File: src/rtl/piso_tx_pkg.sv
// Shared definitions for the piso_tx serializer and its matching deserializer:
// default word width, counter sizing and the transmit state encoding.
package piso_tx_pkg;

    localparam int unsigned WIDE_DEFAULT  = 4;
    localparam int unsigned CNT_W_DEFAULT = $clog2(WIDE_DEFAULT);

    typedef enum logic {
        IDLE  = 1'b0,
        SHIFT = 1'b1
    } state_t;

    // Bit-counter width for a given word width; never narrower than one bit.
    function automatic int unsigned cnt_width(input int unsigned w);
        return (w < 2) ? 1 : $clog2(w);
    endfunction

endpackage

File: src/rtl/piso_shreg.sv
// Loadable left-shift register with an MSB tap; load wins over shift.
module piso_shreg #(
    parameter int unsigned WIDE = 4
) (
    input  logic            clk,
    input  logic            reset,
    input  logic            load,
    input  logic            shift,
    input  logic [WIDE-1:0] load_data,
    output logic            msb
);

    logic [WIDE-1:0] q;

    always_ff @(posedge clk or negedge reset) begin
        if (!reset) begin
            q <= '0;
        end else if (load) begin
            q <= load_data;
        end else if (shift) begin
            q <= {q[WIDE-2:0], 1'b0};
        end
    end

    assign msb = q[WIDE-1];

endmodule

File: src/rtl/piso_tx.sv
// Parallel-in serial-out transmitter: MSB-first serial stream with a one-word
// holding register so consecutive words leave with no idle gap.
module piso_tx
    import piso_tx_pkg::*;
#(
    parameter int unsigned WIDE = WIDE_DEFAULT
) (
    input  logic            clk,
    input  logic            reset,
    input  logic [WIDE-1:0] din,
    input  logic            din_valid,
    output logic            din_ready,
    input  logic            abort,
    output logic            sout,
    output logic            sout_valid,
    output logic            frame,
    output logic            busy
);

    localparam int unsigned    CW      = cnt_width(WIDE);
    localparam logic [CW-1:0]  CNT_TOP = CW'(WIDE - 1);

    state_t          state, state_nx;
    logic [CW-1:0]   cnt, cnt_nx;
    logic [WIDE-1:0] hold, hold_nx;
    logic            hold_full, hold_full_nx;
    logic            sh_load, sh_shift;
    logic [WIDE-1:0] sh_data;
    logic            msb;
    logic            accept;

    assign din_ready = ~hold_full;
    assign accept    = din_valid & din_ready;

    always_ff @(posedge clk or negedge reset) begin
        if (!reset) begin
            state     <= IDLE;
            cnt       <= '0;
            hold      <= '0;
            hold_full <= 1'b0;
        end else begin
            state     <= state_nx;
            cnt       <= cnt_nx;
            hold      <= hold_nx;
            hold_full <= hold_full_nx;
        end
    end

    always_comb begin
        state_nx     = state;
        cnt_nx       = cnt;
        hold_nx      = hold;
        hold_full_nx = hold_full;
        sh_load      = 1'b0;
        sh_shift     = 1'b0;
        sh_data      = din;
        if (abort) begin
            state_nx     = IDLE;
            cnt_nx       = '0;
            hold_full_nx = 1'b0;
        end else begin
            unique case (state)
                IDLE: begin
                    if (accept) begin
                        sh_load  = 1'b1;
                        cnt_nx   = CNT_TOP;
                        state_nx = SHIFT;
                    end
                end
                SHIFT: begin
                    if (cnt == '0) begin
                        // Last bit: a held word reloads first; din_ready is low then,
                        // so a same-edge accept can only happen with the hold empty.
                        if (hold_full) begin
                            sh_load      = 1'b1;
                            sh_data      = hold;
                            cnt_nx       = CNT_TOP;
                            hold_full_nx = 1'b0;
                        end else if (accept) begin
                            sh_load = 1'b1;
                            cnt_nx  = CNT_TOP;
                        end else begin
                            state_nx = IDLE;
                        end
                    end else begin
                        sh_shift = 1'b1;
                        cnt_nx   = cnt - CW'(1);
                        if (accept) begin
                            hold_nx      = din;
                            hold_full_nx = 1'b1;
                        end
                    end
                end
                default: state_nx = IDLE;
            endcase
        end
    end

    piso_shreg #(
        .WIDE(WIDE)
    ) u_shreg (
        .clk      (clk),
        .reset    (reset),
        .load     (sh_load),
        .shift    (sh_shift),
        .load_data(sh_data),
        .msb      (msb)
    );

    assign sout_valid = (state == SHIFT);
    assign sout       = sout_valid & msb;
    assign frame      = sout_valid && (cnt == CNT_TOP);
    assign busy       = sout_valid | hold_full;

endmodule

File: config.mk
export PLATFORM = sky130hd
export DESIGN_NAME = piso_tx
export DESIGN_NICKNAME = d
export VERILOG_FILES = /design/src/rtl/piso_tx_pkg.sv /design/src/rtl/piso_shreg.sv /design/src/rtl/piso_tx.sv
export SDC_FILE = /design/constraint.sdc
export NUM_CORES = 1
export LEC_CHECK = 0
export ABC_AREA = 1
export BUFFER_PORTS_ARGS = -buffer_cell sky130_fd_sc_hd__buf_4
export CAP_MARGIN = 20
export CORE_MARGIN = 2
export CORE_UTILIZATION = 52
export DETAILED_ROUTE_END_ITERATION = 7
export PLACE_DENSITY_LB_ADDON = 0.15
export SYNTH_ARGS = -nofsm -noshare
export SYNTH_HDL_FRONTEND = slang
export SYNTH_SLANG_ARGS = --single-unit
File: constraint.sdc
create_clock -name clk -period 1.4 [get_ports clk]
set_clock_uncertainty 0.15 [all_clocks]
set_input_delay 0.07 -clock clk [delete_from_list [all_inputs] [get_ports clk]]
set_output_delay 0.07 -clock clk [all_outputs]
set_load 0.1 [all_outputs]
Word level (Yosys, flattened, before mapping)
Index checks and enable logic that the tools add are counted.

storage, ports and cells
  register bits after elaboration = 12
  input port bits = 8
  output and inout bits = 5
  logic and storage cells = 47

cells by class
  add/sub/neg operators = 1
  equality and inequality tests = 1
  mux-type cells = 26
  bitwise logic cells = 7
  reduce and logical (&&, ||, !) cells = 7

operator list
  operator                                          count
  2-to-1 mux 4 bit                                  6
  2-to-1 mux 1 bit                                  13
  2-to-1 mux 2 bit                                  4
  inverter 1 bit                                    4
  one-hot mux 1 bit (2 select lines)                2
  one-hot mux 2 bit (2 select lines)                1
  AND reduction 4 bit                               1
  nonzero test 2 bit                                2
  nonzero test 3 bit                                1
  bitwise AND 1 bit                                 2
  == test 2 bit, second input constant              1
  logical NOT 2 bit                                 1
  AND reduction 2 bit                               1
  subtractor 2 x 1 -> 2 bit, second input constant  1
  logical AND 1 bit                                 1
  bitwise OR 1 bit                                  1

Depth between registers and ports, before layout
Gate-level depths: netlist of run 1.

  depth in word-level cells = 8
  gate-level depth with buffers = 7
  depth with buffers taken out = 7

Modules after synthesis
Synthesis of run 1 repeated with hierarchy kept, for this count alone.

second synthesis, totals
  cell total of the unflattened synthesis = 91
  area total of the unflattened synthesis = 670.6 µm²

by module, submodules not included
  module      instances  cells an instance  area an instance (µm²)  sequential area each (µm²)
  piso_tx     1          70                 496.7                   200.2
  piso_shreg  1          21                 173.9                   100.1

Worst setup path after synthesis of run 1
Ideal clock, no wire load.

  path kind = register to output
  start = reg state, in the netlist sout_valid
  end = out frame
  arrival = 2.463 ns
  data required time = 1.180 ns
  path slack = -1.283 ns
  cell stages (with the launch flop) = 4
  path buffers = 1
  cells stage by stage = dfrtp_1 buf_6 inv_4 nor2_1

between the ends
  cells in the longest elaborated chain, start to end = 1

RTL lines
  element                 RTL line        source
  from (decl)             piso_tx.sv:23   state_t state, state_nx;
  from (signal assigned)  piso_tx.sv:42   state <= state_nx;
  logical AND 1 bit       piso_tx.sv:112  assign frame = sout_valid && (cnt == CNT_TOP);
  to (decl)               piso_tx.sv:16   output logic frame,

Every way passes these cells.

Worst setup path after layout of run 1
  start = reg state, in the netlist sout_valid
  end = out busy

between the ends
  cells in the longest elaborated chain, start to end = 1

RTL lines
  element           RTL line        source
  bitwise OR 1 bit  piso_tx.sv:113  assign busy = sout_valid | hold_full;
  to (decl)         piso_tx.sv:17   output logic busy

Every way passes these cells.

==> results of run 1 <==
[timing repair]
item                                   CTS  global route
endpoints found under the hold margin   21             0
setup endpoints to repair                3             9
gates resized for setup                  5            14
setup buffers                            1             1
hold buffers                             7             0
cloned                                   0             0
pin swaps                                0             4
[path summary, 6_finish.rpt]
check / slack, ns / from / endpoint
max: 0.02 / sout_valid$_DFF_PN0_ / busy
min: -0.003 / reset / hold_full$_DFFE_PN0P_
max reg2reg: 0.02 / sout_valid$_DFF_PN0_ / u_shreg.q[0]$_DFFE_PN0P_
min reg2reg: 0.36 / u_shreg.q[1]$_DFFE_PN0P_ / u_shreg.q[1]$_DFFE_PN0P_
max in group asynchronous: 0.93 / reset / sout_valid$_DFF_PN0_
min in group clk: 0.36 / u_shreg.q[1]$_DFFE_PN0P_ / u_shreg.q[1]$_DFFE_PN0P_
[routing by layer]
metal  track usage, %  part of all wire (%)  vias up
met1             29.4                    43      280
met5                0                     0        -
met4             15.0                   2.6        0
met3             4.89                   5.3        4
met2             32.8                    49       21
li1                 -                     -      328
[cell usage in the layout (no fill, tap or decap), types with 4 or more instances in the layout]
cell                            instances
sky130_fd_sc_hd__buf_4                 10
sky130_fd_sc_hd__dfrtp_1                9
sky130_fd_sc_hd__dlygate4sd3_1          7
sky130_fd_sc_hd__inv_1                 10
sky130_fd_sc_hd__nand2_1               15
sky130_fd_sc_hd__nand2_2                5
sky130_fd_sc_hd__nand2_4                4
sky130_fd_sc_hd__nor2_1                 5
sky130_fd_sc_hd__nor2_4                 8
sky130_fd_sc_hd__o21ai_0                8
sky130_fd_sc_hd__o21ai_1                6
[registers in the layout, summed over array words and instances (netlist names)]
register,flops
cnt,2
hold,4
hold_full,1
sout_valid,1
u_shreg.q,4
[cells by family (layout without fill, tap and decap cells)]
family          Yosys count  after routing  synth area share, %
buf+inv                  14             38                 8.80
simple gates             42             42                 32.9
compound gates           20             20                 16.0
flops                    12             12                 42.3
[layout make-up]
type	count	area [um^2]
Clock buffer	4	26.3
Fill cell	86	273
Inverter	13	57.6
Multi-Input combinational cell	62	395
Sequential cell	12	307
Tap cell	15	18.8
Timing Repair Buffer	21	208
[power groups by stage]
stage | registers, W | logic, W | clock network [W]
floorplan | 0.000498 | 0.000287 | 0
global placement | 0.000492 | 0.000365 | 0
detailed placement | 0.000495 | 0.000370 | 0
CTS | 0.000485 | 0.000408 | 0.000239
global route | 0.000505 | 0.000469 | 0.000250
finish | 0.000494 | 0.000428 | 0.000234
[critical path, stage by stage (launching register included)]
cell,delay [ns]
sky130_fd_sc_hd__dfrtp_4,0.52
sky130_fd_sc_hd__inv_4,0.11
sky130_fd_sc_hd__nand2_2,0.06
sky130_fd_sc_hd__buf_6,0.18
[metrics by stage]
step	TNS, ns	hold slack (ns)
final	0	-0.00271
after global routing	-0.0939	0.0348
after CTS	-0.00717	0.00755
after detailed placement	0	-0.233
after global placement	0	-0.233
after floorplan	-0.719	-0.376
==> results.sh, run 1 <==
export IMPL_firstDrtPassIters=4
export IMPL_clock_insertion_delay_worst_skew_ns=0.28
export IMPL_rsz0062_at_grt="yes"
export IMPL_critPathArrivalTime_ns=1.16
export IMPL_cts_made_buffers=3
export IMPL_post_synthesis_instance_area_um2=711
export IMPL_post_synth_cell_area_avg_um2=8.08
export IMPL_outcome="finished, violations left"
export IMPL_grt_total_usage_pct=22.5
export IMPL_violations="negative hold slack"
export IMPL_pwr_share_comb_pct=37.0
export IMPL_placementRows=13
export IMPL_worst_ir_drop_vdd_uv=925
export IMPL_power_switching_w=0.000454
export IMPL_post_drt_wl_per_cell_um=11.9
export IMPL_yosys_top_cell_area_share_pct=42.3
export IMPL_power_leakage_nw=0.447
export IMPL_timing_hold_ws_ns=-0.00271
export IMPL_max_cap_violations=0
export IMPL_synth_warning_count=0
export IMPL_final_standard_cell_area_without_fillers_mm2=0.00101
export IMPL_preCtsSetupSlack_ns=0.0509
export IMPL_synth_seq_area_share_pct=42.3
export IMPL_drive_above_1_share_pct=41.1
export IMPL_grt_antenna_before_repair=0
export IMPL_cts_tree="yes"
export IMPL_design_final_nets=121
export IMPL_wire_length_of_the_first_global_routing_pass_um=2320
export IMPL_report_final_slew_viol_count=0
export IMPL_die_height_um=41.0
export IMPL_yosysUniqueCellTypes=17
export IMPL_drt_iter0_markers=13
export IMPL_synth_edff_count=0
export IMPL_setup_worst_path_class="flip-flop to output pin"
export IMPL_hold_viol=3
export IMPL_detailed_place_hpwl_um=969
export IMPL_fp_dieArea_mm2=0.00168
export IMPL_fin_crit_ns=1.38
export IMPL_synth_top_area_cell="sky130_fd_sc_hd__dfrtp_1"
export IMPL_p_int_w=0.000702
export IMPL_cts_root_buffer="sky130_fd_sc_hd__clkbuf_4"
export IMPL_sw_frac_of_total_pct=39.3
export IMPL_cp_start_kind="flip-flop"
export IMPL_slew_headroom_pct=81.6
export IMPL_crit_required_ns=1.18
export IMPL_mappedNetlistNets=96
export IMPL_drt_vias_per_instance=4.98
export IMPL_port_buffer_count=12
export IMPL_post_synth_inst_count=88
export IMPL_clk_path_buf_depth=2
export IMPL_post_route_drc_count=0
export IMPL_instances_no_fill=127
export IMPL_num_io_pins=13
export IMPL_p_clk_share_pct=20.3
export IMPL_core_area_mm2=0.00128
export IMPL_post_layout_total_power_w=0.00116
export IMPL_antenna_cells_inserted=0
export IMPL_dpl_instance_area_um2=838
export IMPL_dp_cells=114
export IMPL_grt_pass1_vias=529
export IMPL_maxClockFrequency_ghz=0.726
export IMPL_route_final_wire_length_um=1510
export IMPL_area_growth_synth_to_final_pct=42.4
export IMPL_die_width_um=41.0
export IMPL_yosysMostFrequentCell="sky130_fd_sc_hd__nand2_1"
export IMPL_cts_sink_count=12
export IMPL_worstHoldPathType="input port to async pin"
export IMPL_grt_max_degree=13
export IMPL_share_seq_of_total_power_pct=42.7
export IMPL_synth_seq_cells=12
export IMPL_setup_viol=0
export IMPL_tightestPinTransition_ns=0.278
export IMPL_most_frequent_cells_after_synthesis="sky130_fd_sc_hd__nand2_1, sky130_fd_sc_hd__dfrtp_1, sky130_fd_sc_hd__inv_1"
export IMPL_timing_final_ws_setup_ns=0.0229
export IMPL_gp_congestion=0.808
export IMPL_postRouteAntennaNets=0
export IMPL_ff2ff_path_depth=5
export IMPL_cts_htree_levels=1
export IMPL_route_vias_total=633
export IMPL_clkSlewWorstSetupHoldPaths_ns=0.08
export IMPL_path_max_fanout=6
export IMPL_initial_core_util_pct=55.3
export IMPL_finalCoreUtilization_pct=78.8
export IMPL_cp_end_kind="output pin"
export IMPL_synthArstFlopShare_pct=100
export IMPL_synth_area_top_cells="sky130_fd_sc_hd__dfrtp_1, sky130_fd_sc_hd__nand2_1, sky130_fd_sc_hd__nor2_4"
export IMPL_fin_crit_sh_pct=98.4
export IMPL_powerDensity_mw_per_mm2=1140
export IMPL_grt_overflow=0
export IMPL_postSynth_topFlopCell="sky130_fd_sc_hd__dfrtp_1"
Power figures use the tool's default switching activity.
==> inputs of run 2 (changes only) <==
--- a/config.mk
+++ b/config.mk
@@ -12,6 +12,7 @@
 export CORE_UTILIZATION = 52
 export DETAILED_ROUTE_END_ITERATION = 7
 export PLACE_DENSITY_LB_ADDON = 0.15
+export REMOVE_ABC_BUFFERS = 1
 export SYNTH_ARGS = -nofsm -noshare
 export SYNTH_HDL_FRONTEND = slang
 export SYNTH_SLANG_ARGS = --single-unit
==> results.sh, run 2 (synthesis gave the netlist of run 1 again) <==
export IMPL_grt_antenna_before_repair=0
export IMPL_postRouteAntennaNets=0
export IMPL_cp_end_kind="flip-flop"
export IMPL_setup_worst_path_class="flip-flop to flip-flop"
export IMPL_post_layout_total_power_w=0.00114
export IMPL_die_width_um=41.0
export IMPL_power_switching_w=0.000449
export IMPL_clock_insertion_delay_worst_skew_ns=0.27
export IMPL_fin_crit_ns=1.41
export IMPL_hold_viol=1
export IMPL_wire_length_of_the_first_global_routing_pass_um=2370
export IMPL_p_clk_share_pct=18.3
export IMPL_detailed_place_hpwl_um=1090
export IMPL_p_int_w=0.000694
export IMPL_slew_headroom_pct=81.6
export IMPL_clkSlewWorstSetupHoldPaths_ns=0.07
export IMPL_layout_cells_most_common="sky130_fd_sc_hd__nand2_1"
export IMPL_fin_crit_sh_pct=101
export IMPL_fp_dieArea_mm2=0.00168
export IMPL_post_route_drc_count=0
export IMPL_maxClockFrequency_ghz=0.707
export IMPL_critPathArrivalTime_ns=1.42
export IMPL_drt_iter0_markers=24
export IMPL_setup_viol=2
export IMPL_drive_above_1_share_pct=40.2
export IMPL_cts_made_buffers=3
export IMPL_initial_core_util_pct=55.3
export IMPL_area_growth_synth_to_final_pct=38.0
export IMPL_worstHoldPathType="input port to flip-flop"
export IMPL_post_drt_wl_per_cell_um=13.2
export IMPL_antenna_cells_inserted=0
export IMPL_final_standard_cell_area_without_fillers_um2=981
export IMPL_num_io_pins=13
export IMPL_design_final_nets=122
export IMPL_port_buffer_count=12
export IMPL_worst_ir_drop_vdd_uv=784
export IMPL_path_max_fanout=5
export IMPL_power_leakage_nw=0.449
export IMPL_timing_final_ws_setup_ns=-0.0136
export IMPL_max_cap_violations=0
export IMPL_cts_root_buffer="sky130_fd_sc_hd__clkbuf_4"
export IMPL_preCtsSetupSlack_ns=-0.0146
export IMPL_cts_sink_count=12
export IMPL_grt_max_degree=13
export IMPL_crit_required_ns=1.41
export IMPL_outcome="finished, violations left"
export IMPL_grt_overflow=0
export IMPL_cts_tree="yes"
export IMPL_violations="negative hold slack, negative setup slack"
export IMPL_share_seq_of_total_power_pct=42.8
export IMPL_dpl_instance_area_um2=808
export IMPL_grt_total_usage_pct=22.6
export IMPL_placementRows=13
export IMPL_core_area_mm2=0.00128
export IMPL_gp_congestion=0.883
export IMPL_powerDensity_mw_per_mm2=1170
export IMPL_tightestPinTransition_ns=0.279
export IMPL_finalCoreUtilization_pct=76.3
export IMPL_timing_hold_ws_ns=-0.00348
export IMPL_rsz0062_at_grt="yes"
export IMPL_cp_start_kind="flip-flop"
export IMPL_die_height_um=41.0
export IMPL_sw_frac_of_total_pct=39.3
export IMPL_drt_vias_per_instance=5.17
export IMPL_layout_common_cells="sky130_fd_sc_hd__nand2_1, sky130_fd_sc_hd__buf_4, sky130_fd_sc_hd__inv_1"
export IMPL_report_final_slew_viol_count=0
export IMPL_firstDrtPassIters=4
export IMPL_pwr_share_comb_pct=38.9
export IMPL_route_vias_total=657
export IMPL_grt_pass1_vias=563
export IMPL_cts_htree_levels=1
export IMPL_largestRegisters="hold: 4 flops, u_shreg.q: 4 flops, cnt: 2 flops"
export IMPL_clk_path_buf_depth=2
export IMPL_route_final_wire_length_um=1670
## run 2: changes by cell type in the layout (fill, tap and decap cells not counted), sizes merged
cell,change
inv,+1
buf,+1
dlygate4sd3,-1
clkinvlp,-1
## run 2: cell type report
cell class / instances / area, um^2
tap: 15 / 18.8
multi-input combinational: 62 / 375
clock buffer: 3 / 22.5
sequential: 12 / 304
fill: 91 / 304
timing repair buffer: 22 / 206
inverter: 13 / 53.8
## run 2: stage by stage
stage,setup TNS [ns],cells
floorplan,-7.98,87
global placement,0,114
detailed placement,-0.0285,114
CTS,-0.00238,123
global route,-0.307,127
finish,-0.0164,127
## run 2: what timing repair did
action                                  in CTS  in global routing
gates cloned                                 0                  0
endpoints found under the hold margin       20                  0
hold buffers                                 6                  0
buffers inserted                             0                  4
endpoints found under the setup margin       7                 11
gates resized for setup                      5                 17
pin swaps                                    0                  4
## run 2: metal layers
metal  track usage, %  share of wire [%]  wire, um  up-vias
li1                 -                  -         -      329
met1             30.2                 42       705      301
met2             34.8                 52       865       25
met3             4.89                5.1        86        2
met4             10.0                1.0        17        0
met5                0                  0         0        -
## run 2: worst max-delay path, stage by stage (launching register included)
cell and delay [ns]:
sky130_fd_sc_hd__dfrtp_2 0.44, sky130_fd_sc_hd__nor2_4 0.18, sky130_fd_sc_hd__nand2_2 0.13, sky130_fd_sc_hd__nor2_4 0.15, sky130_fd_sc_hd__nor2_4 0.06, sky130_fd_sc_hd__nor2_1 0.14
sky130_fd_sc_hd__a21oi_2 0.05
## run 2: final timing paths
check	end	from	cells after the start	slack [ns]
worst max-delay path	u_shreg.q[1]$_DFFE_PN0P_	cnt[0]$_DFF_PN0_	6	-0.01
min in group asynchronous	hold_full$_DFFE_PN0P_	reset	2	0.02
max in group asynchronous	sout_valid$_DFF_PN0_	reset	2	0.92
worst min register to register	cnt[0]$_DFF_PN0_	cnt[0]$_DFF_PN0_	1	0.39
worst max register to register	u_shreg.q[1]$_DFFE_PN0P_	cnt[0]$_DFF_PN0_	6	-0.01
worst min-delay path	hold_full$_DFFE_PN0P_	din_valid	3	-0.003
## run 2: power groups by stage
stage / Sequential (W) / Clock (W) / Combinational, W
after detailed placement: 0.000494 / 0 / 0.000365
after global routing: 0.000498 / 0.000229 / 0.000480
after global placement: 0.000491 / 0 / 0.000356
final: 0.000489 / 0.000209 / 0.000444
after floorplan: 0.000501 / 0 / 0.000264
after CTS: 0.000491 / 0.000214 / 0.000387
==> inputs of run 3 (changes only) <==
--- a/config.mk
+++ b/config.mk
@@ -6,7 +6,7 @@
 export NUM_CORES = 1
 export LEC_CHECK = 0
 export ABC_AREA = 1
-export BUFFER_PORTS_ARGS = -buffer_cell sky130_fd_sc_hd__buf_4
+export BUFFER_PORTS_ARGS = -buffer_cell sky130_fd_sc_hd__buf_2
 export CAP_MARGIN = 20
 export CORE_MARGIN = 2
 export CORE_UTILIZATION = 52
==> constraint.sdc (replaced) <==
create_clock -name clk -period 1.4 [get_ports clk]
set_clock_uncertainty 0.15 [all_clocks]
set_input_delay 0.28 -clock clk [delete_from_list [all_inputs] [get_ports clk]]
set_output_delay 0.28 -clock clk [all_outputs]
set_load 0.1 [all_outputs]
==> results.sh, run 3 (synthesis gave the netlist of run 1 again) <==
export IMPL_maxClockFrequency_ghz=0.653
export IMPL_worst_ir_drop_vdd_uv=807
export IMPL_drt_vias_per_instance=5.14
export IMPL_die_width_um=41.0
export IMPL_hold_viol=0
export IMPL_filler_cell_count=83
export IMPL_cts_htree_levels=1
export IMPL_finalCoreUtilization_pct=77.5
export IMPL_fin_crit_sh_pct=109
export IMPL_combined_area_of_the_multi_input_logic_cells_um2=383
export IMPL_grt_max_degree=13
export IMPL_seqCellArea_um2=303
export IMPL_area_growth_synth_to_final_pct=40.1
export IMPL_tightestPinTransition_ns=0.278
export IMPL_cts_made_buffers=3
export IMPL_placementRows=13
export IMPL_grt_overflow=0
export IMPL_initial_core_util_pct=55.3
export IMPL_worst_hold_path_num_cells=3
export IMPL_critPathSlowestCell="sky130_fd_sc_hd__dfrtp_2"
export IMPL_critPathArrivalTime_ns=1.10
export IMPL_cts_sink_count=12
export IMPL_critPathMaxStageDelay_ns=0.44
export IMPL_timing_rr_start="sout_valid$_DFF_PN0_"
export IMPL_gp_congestion=0.811
export IMPL_largestRegisters="hold: 4 flops, u_shreg.q: 4 flops, cnt: 2 flops"
export IMPL_path_max_fanout=5
export IMPL_dp_cells=116
export IMPL_post_route_drc_count=0
export IMPL_worstHoldPathType="input port to flip-flop"
export IMPL_reg_to_reg_end="u_shreg.q[3]$_DFFE_PN0P_"
export IMPL_path_cells="inv_4 -> nor2_4 -> buf_12"
export IMPL_antenna_cells_inserted=0
export IMPL_grt_total_usage_pct=23.9
export IMPL_rsz0062_at_grt="yes"
export IMPL_core_area_mm2=0.00128
export IMPL_cp_start_kind="flip-flop"
export IMPL_drt_iter0_markers=10
export IMPL_fp_dieArea_mm2=0.00168
export IMPL_grt_pass1_vias=591
export IMPL_setup_worst_path_class="flip-flop to output pin"
export IMPL_instances_no_fill=126
export IMPL_clk_path_buf_depth=2
export IMPL_ff2ff_setup_slack_ns=-0.06
export IMPL_timing_critical_path_depth=3
export IMPL_crit_required_ns=0.97
export IMPL_slew_headroom_pct=81.3
export IMPL_post_drt_wl_per_cell_um=12.9
export IMPL_ff2ff_path_depth=7
export IMPL_power_leakage_nw=0.464
export IMPL_whs_endpoint="hold[1]$_DFFE_PN0P_"
export IMPL_holdCritStartpoint="din[1]"
export IMPL_postRouteAntennaNets=0
export IMPL_clkSlewWorstSetupHoldPaths_ns=0.08
export IMPL_port_buffer_count=12
export IMPL_layout_common_cells="sky130_fd_sc_hd__nand2_1, sky130_fd_sc_hd__inv_1, sky130_fd_sc_hd__dfrtp_1"
export IMPL_route_final_wire_length_um=1620
export IMPL_fin_crit_ns=1.53
export IMPL_route_vias_total=648
export IMPL_timing_critical_path_buf_inv=2
export IMPL_powerDensity_mw_per_mm2=1250
export IMPL_worst_path_dominant_cell_family="flip-flops"
export IMPL_timing_final_ws_setup_ns=-0.131
export IMPL_max_cap_violations=0
export IMPL_outcome="finished, violations left"
export IMPL_setup_viol=10
export IMPL_violations="negative setup slack"
export IMPL_wire_length_of_the_first_global_routing_pass_um=2550
export IMPL_design_final_nets=120
export IMPL_detailed_place_hpwl_um=1080
export IMPL_grt_antenna_before_repair=0
export IMPL_cp_end_kind="output pin"
export IMPL_layout_cells_most_common="sky130_fd_sc_hd__nand2_1"
export IMPL_die_height_um=41.0
export IMPL_report_final_slew_viol_count=0
export IMPL_cts_tree="yes"
export IMPL_num_io_pins=13
export IMPL_firstDrtPassIters=4
export IMPL_clock_insertion_delay_worst_skew_ns=0.28
export IMPL_cts_root_buffer="sky130_fd_sc_hd__clkbuf_4"
export IMPL_preCtsSetupSlack_ns=-0.0567
export IMPL_drive_above_1_share_pct=44.1
## run 3: cell count changes in the layout (fill, tap and decap cells not counted), sizes merged
cell	change
buf	+4
dlygate4sd3	-5
## run 3: final cells by class
class	instances	area share (%)
multi-input cells	62	38.4
flip-flops and latches	12	30.4
well taps	15	1.88
inverters	13	5.40
clock buffers	4	3.64
repair buffers	20	20.2
## run 3: per-stage QoR
stage	area, um^2	power, W	setup TNS, ns	hold WS (ns)
after global placement	868	0.000893	0	0.0235
after CTS	966	0.00122	-0.674	0.0726
after detailed placement	868	0.000903	-0.105	0.0243
after global routing	996	0.00131	-1.42	0.0962
final	996	0.00124	-0.581	0.0778
after floorplan	699	0.000765	-8.72	-0.166
## run 3: worst max-delay path by stage
| stage | startpoint | end | slack (ns) |
|---|---|---|---|
| finish | sout_valid$_DFF_PN0_ | frame | -0.13 |
| global route | sout_valid$_DFF_PN0_ | frame | -0.17 |
| CTS | sout_valid$_DFF_PN0_ | frame | -0.11 |
| floorplan | sout_valid$_DFF_PN0_ | frame | -1.50 |
| detailed placement | sout_valid$_DFF_PN0_ | u_shreg.q[3]$_DFFE_PN0P_ | -0.06 |
| global placement | sout_valid$_DFF_PN0_ | frame | 0.03 |
## run 3: where the power goes
part	internal (W)	leakage, nW	switching (W)	total [W]
combinational	0.000174	0.298	0.000294	0.000468
clock	0.000158	0.0210	0.000128	0.000287
sequential	0.000438	0.145	0.0000486	0.000486
## run 3: worst register-to-register path: stages, from the launching register on
cell                      delay (ns)
sky130_fd_sc_hd__dfrtp_2        0.46
sky130_fd_sc_hd__buf_4          0.17
sky130_fd_sc_hd__buf_4          0.15
sky130_fd_sc_hd__nand2_4        0.09
sky130_fd_sc_hd__nor2_4         0.05
sky130_fd_sc_hd__nor2_4         0.13
sky130_fd_sc_hd__nor2_1         0.07
sky130_fd_sc_hd__a21oi_2        0.11
## run 3: per-layer routing
layer  GRT usage, %  wire, um
met2           36.3       839
met5              0         0
met4           10.0        26
met3           4.89        71
met1           32.5       684
## run 3: what timing repair did
action / CTS / global route
hold buffers: 1 / 0
endpoints found under the setup margin: 9 / 14
pin swaps: 0 / 1
endpoints found under the hold margin: 12 / 0
buffers inserted: 4 / 1
resized for setup: 8 / 9
